## config.mk

```make
export PLATFORM = sky130hd
export DESIGN_NAME = minimac2_rxcheck
export DESIGN_NICKNAME = d
export VERILOG_FILES = /design/src/rtl/minimac2_rxcheck.sv
export SDC_FILE = /design/constraint.sdc
export NUM_CORES = 1
export LEC_CHECK = 0
export ABC_CLOCK_PERIOD_IN_PS = 9000
export BUFFER_PORTS_ARGS = -buffer_cell sky130_fd_sc_hd__buf_2
export CAP_MARGIN = 20
export CORE_MARGIN = 5
export CORE_UTILIZATION = 59
export CTS_CLUSTER_SIZE = 24
export DETAILED_ROUTE_END_ITERATION = 8
export PLACE_DENSITY = 0.85
export SETUP_SLACK_MARGIN = 0.2
export SYNTH_ARGS = -nofsm -noshare
export SYNTH_HDL_FRONTEND = slang
export SYNTH_SLANG_ARGS = --single-unit
```

## constraint.sdc

```tcl
create_clock -name sys_clk -period 9 [get_ports sys_clk]
set_input_delay 1.35 -clock sys_clk [delete_from_list [all_inputs] [get_ports sys_clk]]
set_output_delay 1.35 -clock sys_clk [all_outputs]
set_load 0.03 [all_outputs]
```

## src/rtl/minimac2_rxcheck.sv

```systemverilog
// Reads a received RX slot back over the MAC's Wishbone RAM port, checks the
// CRC-32 residue and classifies the destination address. One byte per cycle.
module minimac2_rxcheck #(
  parameter logic [31:0] wb_base = 32'h0000_0000
) (
  input  logic        sys_clk,
  input  logic        sys_rst,
  input  logic        start,
  input  logic        slot,
  input  logic [10:0] count,
  input  logic [47:0] mac_addr,
  input  logic        promisc,
  output logic        busy,
  output logic        done,
  output logic        crc_ok,
  output logic        addr_match,
  output logic        bcast,
  output logic        mcast,
  output logic [31:0] wbm_adr_o,
  output logic        wbm_cyc_o,
  output logic        wbm_stb_o,
  output logic        wbm_we_o,
  output logic [3:0]  wbm_sel_o,
  input  logic [31:0] wbm_dat_i,
  input  logic        wbm_ack_i
);

  localparam logic [31:0] CRC_POLY    = 32'hEDB8_8320;
  localparam logic [31:0] CRC_RESIDUE = 32'hDEBB_20E3;

  typedef enum logic [1:0] {IDLE, READ, CRC, FIN} state_t;

  state_t      state_q, state_d;
  logic        slot_q, slot_d;
  logic [10:0] count_q, count_d;
  logic [10:0] idx_q, idx_d;
  logic [31:0] word_q, word_d;
  logic [31:0] crc_q, crc_d;
  logic        uhit_q, uhit_d;
  logic        bhit_q, bhit_d;
  logic        mc_q, mc_d;
  logic        crc_ok_q, crc_ok_d;
  logic        match_q, match_d;
  logic        bcast_q, bcast_d;
  logic        mcast_q, mcast_d;
  logic [7:0]  cur_byte;
  logic [7:0]  mac_byte;

  function automatic logic [31:0] crc_step(input logic [31:0] c, input logic [7:0] d);
    logic [31:0] r;
    r = c ^ {24'h0, d};
    for (int i = 0; i < 8; i++) begin
      r = r[0] ? ((r >> 1) ^ CRC_POLY) : (r >> 1);
    end
    return r;
  endfunction

  // Byte lanes are big-endian: frame offset 0 of each word sits on [31:24].
  always_comb begin
    cur_byte = 8'h00;
    case (idx_q[1:0])
      2'd0: cur_byte = word_q[31:24];
      2'd1: cur_byte = word_q[23:16];
      2'd2: cur_byte = word_q[15:8];
      2'd3: cur_byte = word_q[7:0];
      default: cur_byte = 8'h00;
    endcase
    mac_byte = 8'h00;
    case (idx_q[2:0])
      3'd0: mac_byte = mac_addr[47:40];
      3'd1: mac_byte = mac_addr[39:32];
      3'd2: mac_byte = mac_addr[31:24];
      3'd3: mac_byte = mac_addr[23:16];
      3'd4: mac_byte = mac_addr[15:8];
      3'd5: mac_byte = mac_addr[7:0];
      default: mac_byte = 8'h00;
    endcase
  end

  always_comb begin
    state_d  = state_q;
    slot_d   = slot_q;
    count_d  = count_q;
    idx_d    = idx_q;
    word_d   = word_q;
    crc_d    = crc_q;
    uhit_d   = uhit_q;
    bhit_d   = bhit_q;
    mc_d     = mc_q;
    crc_ok_d = crc_ok_q;
    match_d  = match_q;
    bcast_d  = bcast_q;
    mcast_d  = mcast_q;
    case (state_q)
      IDLE: begin
        if (start) begin
          crc_ok_d = 1'b0;
          match_d  = 1'b0;
          bcast_d  = 1'b0;
          mcast_d  = 1'b0;
          if (count == 11'd0) begin
            state_d = FIN;
          end else begin
            slot_d  = slot;
            count_d = count;
            idx_d   = 11'd0;
            crc_d   = 32'hFFFF_FFFF;
            uhit_d  = 1'b1;
            bhit_d  = 1'b1;
            mc_d    = 1'b0;
            state_d = READ;
          end
        end
      end
      READ: begin
        if (wbm_ack_i) begin
          word_d  = wbm_dat_i;
          state_d = CRC;
        end
      end
      CRC: begin
        crc_d = crc_step(crc_q, cur_byte);
        idx_d = idx_q + 11'd1;
        if (idx_q < 11'd6) begin
          uhit_d = uhit_q & (cur_byte == mac_byte);
          bhit_d = bhit_q & (cur_byte == 8'hFF);
          if (idx_q == 11'd0) mc_d = cur_byte[0];
        end
        if (idx_d == count_q) begin
          state_d  = FIN;
          crc_ok_d = (crc_d == CRC_RESIDUE);
          // Too short to hold a full destination: only promiscuous mode can accept it.
          if (count_q < 11'd6) begin
            match_d = promisc;
            bcast_d = 1'b0;
            mcast_d = 1'b0;
          end else begin
            bcast_d = bhit_d;
            mcast_d = mc_d & ~bhit_d;
            match_d = promisc | uhit_d | bhit_d;
          end
        end else if (idx_q[1:0] == 2'd3) begin
          state_d = READ;
        end
      end
      FIN: state_d = IDLE;
      default: state_d = IDLE;
    endcase
  end

  always_ff @(posedge sys_clk) begin
    if (sys_rst) begin
      state_q  <= IDLE;
      slot_q   <= 1'b0;
      count_q  <= 11'd0;
      idx_q    <= 11'd0;
      word_q   <= 32'h0;
      crc_q    <= 32'h0;
      uhit_q   <= 1'b0;
      bhit_q   <= 1'b0;
      mc_q     <= 1'b0;
      crc_ok_q <= 1'b0;
      match_q  <= 1'b0;
      bcast_q  <= 1'b0;
      mcast_q  <= 1'b0;
    end else begin
      state_q  <= state_d;
      slot_q   <= slot_d;
      count_q  <= count_d;
      idx_q    <= idx_d;
      word_q   <= word_d;
      crc_q    <= crc_d;
      uhit_q   <= uhit_d;
      bhit_q   <= bhit_d;
      mc_q     <= mc_d;
      crc_ok_q <= crc_ok_d;
      match_q  <= match_d;
      bcast_q  <= bcast_d;
      mcast_q  <= mcast_d;
    end
  end

  assign busy       = (state_q != IDLE);
  assign done       = (state_q == FIN);
  assign crc_ok     = crc_ok_q;
  assign addr_match = match_q;
  assign bcast      = bcast_q;
  assign mcast      = mcast_q;
  assign wbm_cyc_o  = (state_q == READ);
  assign wbm_stb_o  = (state_q == READ);
  assign wbm_we_o   = 1'b0;
  assign wbm_sel_o  = 4'hF;
  assign wbm_adr_o  = (state_q == READ)
                    ? wb_base + {20'h0, slot_q, 11'h0} + {21'h0, idx_q[10:2], 2'b00}
                    : 32'h0;

endmodule
```

### Word level (Yosys, flattened, before mapping)

Index checks and enable logic that the tools add are counted.

* bits in registers: 96
* output and inout bits: 45
* word-level logic and storage cells: 114

* $add $sub $neg: 2
* magnitude comparators: 2
* equality and inequality tests: 20
* multiplexer cells: 49
* bitwise gates (word level): 16
* reductions and logical operators: 12

Operators by type and width (number)
* $mux W32: 10
* $not A13 Y14: 8
* $pmux W32 S2: 1
* $pmux W8 S6: 1
* $eq A32 B32 Y1 const B: 1
* $pmux W8 S4: 1
* $xor A32 B8 Y32: 1
* $logic_not A11 Y1: 2
* $lt A11 B3 Y1 const B: 2
* $mux W11: 2
* $pmux W11 S2: 1
* $mux W1: 19
* $pmux W1 S2: 7
* $add A12 B11 Y13: 1
* $mux W13: 1
* $reduce_and A3 Y1: 4
* $add A11 B1 Y11 const B: 1
* $eq A11 B11 Y1: 1
* $mux W2: 5
* $eq A2 B2 Y1 const B: 4
* $eq A8 B8 Y1: 1
* $eq A8 B8 Y1 const B: 1
* $pmux W2 S4: 1
* $eq A3 B2 Y1 const B: 2
* other kinds (13): 23

### Logic depth before layout (Yosys ltp)

* depth in word-level cells: 22
* depth in mapped cells: 16
* gate-level depth less buffers: 13

### Worst setup path before layout

No wires, ideal clock.

* path type: reg2reg
* from: register idx_q[1]
* to: register crc_ok_q (netlist: crc_ok)
* setup time: 0.069 ns
* data arrival time: 3.650 ns
* required time: 8.931 ns
* setup slack: 5.281 ns
* cell stages (with the launch flop): 15
* path buffers: 2
* clock period less this slack: 3.719 ns
* cell sequence: dfxtp_1 -> inv_1 -> ha_1 -> buf_6 -> a222oi_1 -> mux2i_1 -> xnor2_2 -> xnor2_1 -> clkbuf_1 -> ha_1 -> nor4b_1 -> nand3_1 -> or4_1 -> or4b_1 -> o21ai_1

* cells in the longest elaborated chain, start to end: 19
* elaborated cells on any way between the ends: 29

RTL lines
* start, declared: line 36 `logic [10:0] idx_q, idx_d;`
* start signal, assigned: line 170 `idx_q <= idx_d;`
* $eq A2 B2 Y1 (tied with other cells): line 61 `case (idx_q[1:0])`
* $pmux W8 S4: line 61
* $xor A32 B8 Y32: line 51 `r = c ^ {24'h0, d};`
* $mux W32: line 53 `r = r[0] ? ((r >> 1) ^ CRC_POLY) : (r >> 1);`
* $mux W32 or $not A13 Y14 (tied branches)
* $not A13 Y14 (no source line) or $mux W32 (tied branches)
* $mux W32 or $not A13 Y14 (tied branches)
* $not A13 Y14 (no source line) or $mux W32 (tied branches)
* [3 not listed]
* $mux W32 or $not A13 Y14 (tied branches)
* $not A13 Y14 (no source line) or $mux W32 (tied branches)
* $mux W32: line 53
* $not A13 Y14 (no source line)
* $mux W32: line 53
* $eq A32 B32 Y1: line 131 `crc_ok_d = (crc_d == CRC_RESIDUE);`
* $mux W1: line 129 `if (idx_d == count_q) begin`
* $pmux W1 S2: line 94 `case (state_q)`
* end signal, assigned: line 176 `crc_ok_q <= crc_ok_d;`
* end, declared: line 42 `logic crc_ok_q, crc_ok_d;`

Parallel ways exist; a longest one is shown, timed or not. The select of a mux whose other input is x is not followed.
A chain may end at the register's enable or synchronous reset.

### Worst setup path in the final report

Ends and elaborated chain as after synthesis.

==> results.md <==
* Max Cap Viol at 0
* Period Utilization, post-route at 0.491
* DP Wirelength at 11.5 mm
* Clock latency on the worst-skew pair at 0.39 ns
* CP startpoint kind: flop
* Met2 WL at 7.75 mm
* Asr flop ratio synth at 0
* DR WL/cell at 16.3 µm
* Critical Path AT at 4.74 ns
* PwrDens at 189 nW/µm²
* Worst Tran Pin Value at 0.995 ns
* YS warnings at 0
* Layout Nets at 915
* Worst Path Required at 9.32 ns
* Seq cells post-synth at 96
* Drt total wl at 15.5 mm
* Post-synth cell types at 61
* Core footprint at 10,100 µm²
* Post-Syn Area per Cell at 8.22 µm²
* CTS tree: yes
* Total track usage at 0.249
* Post-CTS resize count at 0
* Clk pin slew, worst setup/hold paths at 0.10 ns
* Initial Util at 0.597
* Via count at 5,415
* Sequential fraction of the synthesis area at 0.318
* Worst-path cell chain: inv_1 > ha_1 > a222oi_1 > mux2i_1 > xnor2_2 > xor2_1 > xnor2_2 > nand3_1 > or4_1 > or4b_1 > o21ai_1
* Leakage power at 2.68 nW
* Skew final at 0.0136 ns
* First-pass DRT Iterations at 7
* Worst Setup End Kind: flop
* Status: finished, final reports clean
* RSZ-0062 raised after global routing: no
* Mapped cell area at 6050 µm²
* Ranking of synthesized cells by area: dfxtp_1 (32%), xnor2_1 (8.1%), a21oi_1 (5.8%), nand2_1 (5.3%), xor2_1 (4.5%)
* Fin Setup TNS at 0 ns
* Max Buffers Root-to-Sink at 2
* CP bufs+invs at 1
* Slowest CP cell: xnor2_2
* Leading cell type in the layout, fill and taps excluded: buf_2
* Most frequent CP cell: xnor2_2
* Vias in the first global route at 5,360
* Vias per cell at 5.69
* CTS Sinks at 96
* Post-Route Utilization at 0.660
* I/O pin count at 142
* # diodes at 0
* Row cnt at 37
* CP Class: flop to flop
* Final hold vios at 0
* Max VDD drop at 0.000129 V
* Syn Inst Count at 736
* Dominant synthesized flop cell: dfxtp_1
* H-tree depth at 3
* Crit path max fanout at 24
* Die H at 111 µm
* Initial antenna violation count at 0
* Routed length on met1 at 6.37 mm
* Worst min-delay path category: flop to flop
* Root buffer cell: clkbuf_8
* Number of routed nets with antenna violations at 0
* Fin. max-slew vios at 0
* Die area at 12,400 µm²
* Slew HR at 0.334
* Synth top area share at 0.318
* Final setup viols at 0
* Crit-path max cell delay at 0.83 ns
* Post-CTS setup buffer count at 0
* Largest net degree at the start of global routing at 82
* Crit path time final at 4.42 ns
* Starting DRC count in detailed routing at 427
* Leading cell types in the layout, fill and taps excluded: buf_2 (114), dfxtp_1 (96), nand2_1 (86)
* Max Freq at 0.226 GHz
* Share of layout cells above drive strength 1 at 0.202
* Grt ovf at 0
* GP Congestion at 0.924
* Syn-to-layout area delta at 10.6%
* Leading area contributor after synthesis: dfxtp_1
* Top sig layer: met4
* Clock buffer count from CTS at 9
* Met3 wire len at 995 µm
* Global-route wire length before repair at 25.4 mm
* Crit-path leading delay family: XOR/XNOR gates
* Hold Buf Count CTS at 0
* Port Buffer Count at 114
* Post-synth EDFFs at 0
* Die Width at 111 µm
* DRC Markers at 0
==> power breakdown <==
part / internal, mW / switching, mW
Sequential: 0.457 / 0.0342
Combinational: 0.210 / 0.283
Clock: 0.117 / 0.161
==> cell usage after synthesis (6+ instances only) <==
cell / count
dfxtp_1: 96
nand2_1: 86
a21oi_1: 70
nor2_1: 60
xnor2_1: 56
clkbuf_1: 46
o21ai_0: 34
xor2_1: 31
buf_4: 28
mux2i_1: 18
and2_1: 15
inv_1: 15
a222oi_1: 13
nand3_1: 13
nor3_1: 12
o22ai_1: 12
and3_1: 11
nor4_1: 8
a211oi_1: 7
a22oi_1: 7
ha_1: 7
xnor2_4: 7
a221oi_1: 6
==> worst paths after layout <==
check                                        startpoint                      end  slack [ns]  cells past startpoint
worst min-delay path            word_q[27]$_SDFFE_PP0P_  word_q[27]$_SDFFE_PP0P_        0.47                      2
worst max register to register    idx_q[1]$_SDFFE_PP0P_      crc_ok$_SDFFE_PP0P_        4.58                     11
worst max-delay path              idx_q[1]$_SDFFE_PP0P_      crc_ok$_SDFFE_PP0P_        4.58                     11
worst min register to register  word_q[27]$_SDFFE_PP0P_  word_q[27]$_SDFFE_PP0P_        0.47                      2
==> area by class of cell <==
cell class / count / area (µm²)
inverter: 16 / 62.6
clock buffer: 11 / 151
clock inverter: 5 / 40.0
timing repair buffer: 120 / 616
fill: 866 / 3450
sequential: 96 / 1920
multi-input combinational: 568 / 3720
tap: 136 / 170
==> tightest hold or removal path: cells and delay by family (launching register included) <==
kind | cells | cell delay [ns]
flip-flops | 1 | 0.32
AND/OR/NAND/NOR | 1 | 0.05
AO/OA/AOI/OAI | 1 | 0.05
==> stage by stage <==
stage          worst slack, ns  power (mW)  instance area (µm²)  std cells  hold slack, ns
2_1_floorplan             5.28       0.887                 6140        761           0.436
3_3_place_gp              4.80       0.970                 6490        935           0.447
3_5_place_dp              4.51       0.983                 6490        935           0.451
4_1_cts                   4.49        1.26                 6680        951           0.468
5_1_grt                   4.23        1.33                 6690        952           0.497
6_report                  4.58        1.26                 6690        952           0.468
==> registers in the layout, summed over array words and instances (netlist names) <==
signal	cells
bcast	1
mcast	1
slot_q	1
word_q	32
idx_q	11
count_q	11
crc_ok	1
bhit_q	1
addr_match	1
uhit_q	1
state_q	2
mc_q	1
crc_q	32
==> routing by layer <==
metal | track usage | up-vias
li1 | - | 2646
met1 | 0.313 | 2525
met2 | 0.415 | 206
met3 | 0.0491 | 38
met4 | 0.103 | 0
met5 | 0 | -
==> cell families after synthesis <==
group,after synthesis,share of synthesized area
AOI/OAI and AO/OA,175,0.183
xor gates and xnor gates,99,0.173
adders and majority gates,7,0.0145
buffers and inverters,97,0.0823
DFF,96,0.318
muxes,25,0.0468
other,2,0.00124
and+or+nand+nor,235,0.181
Power figures use the tool's default switching activity.
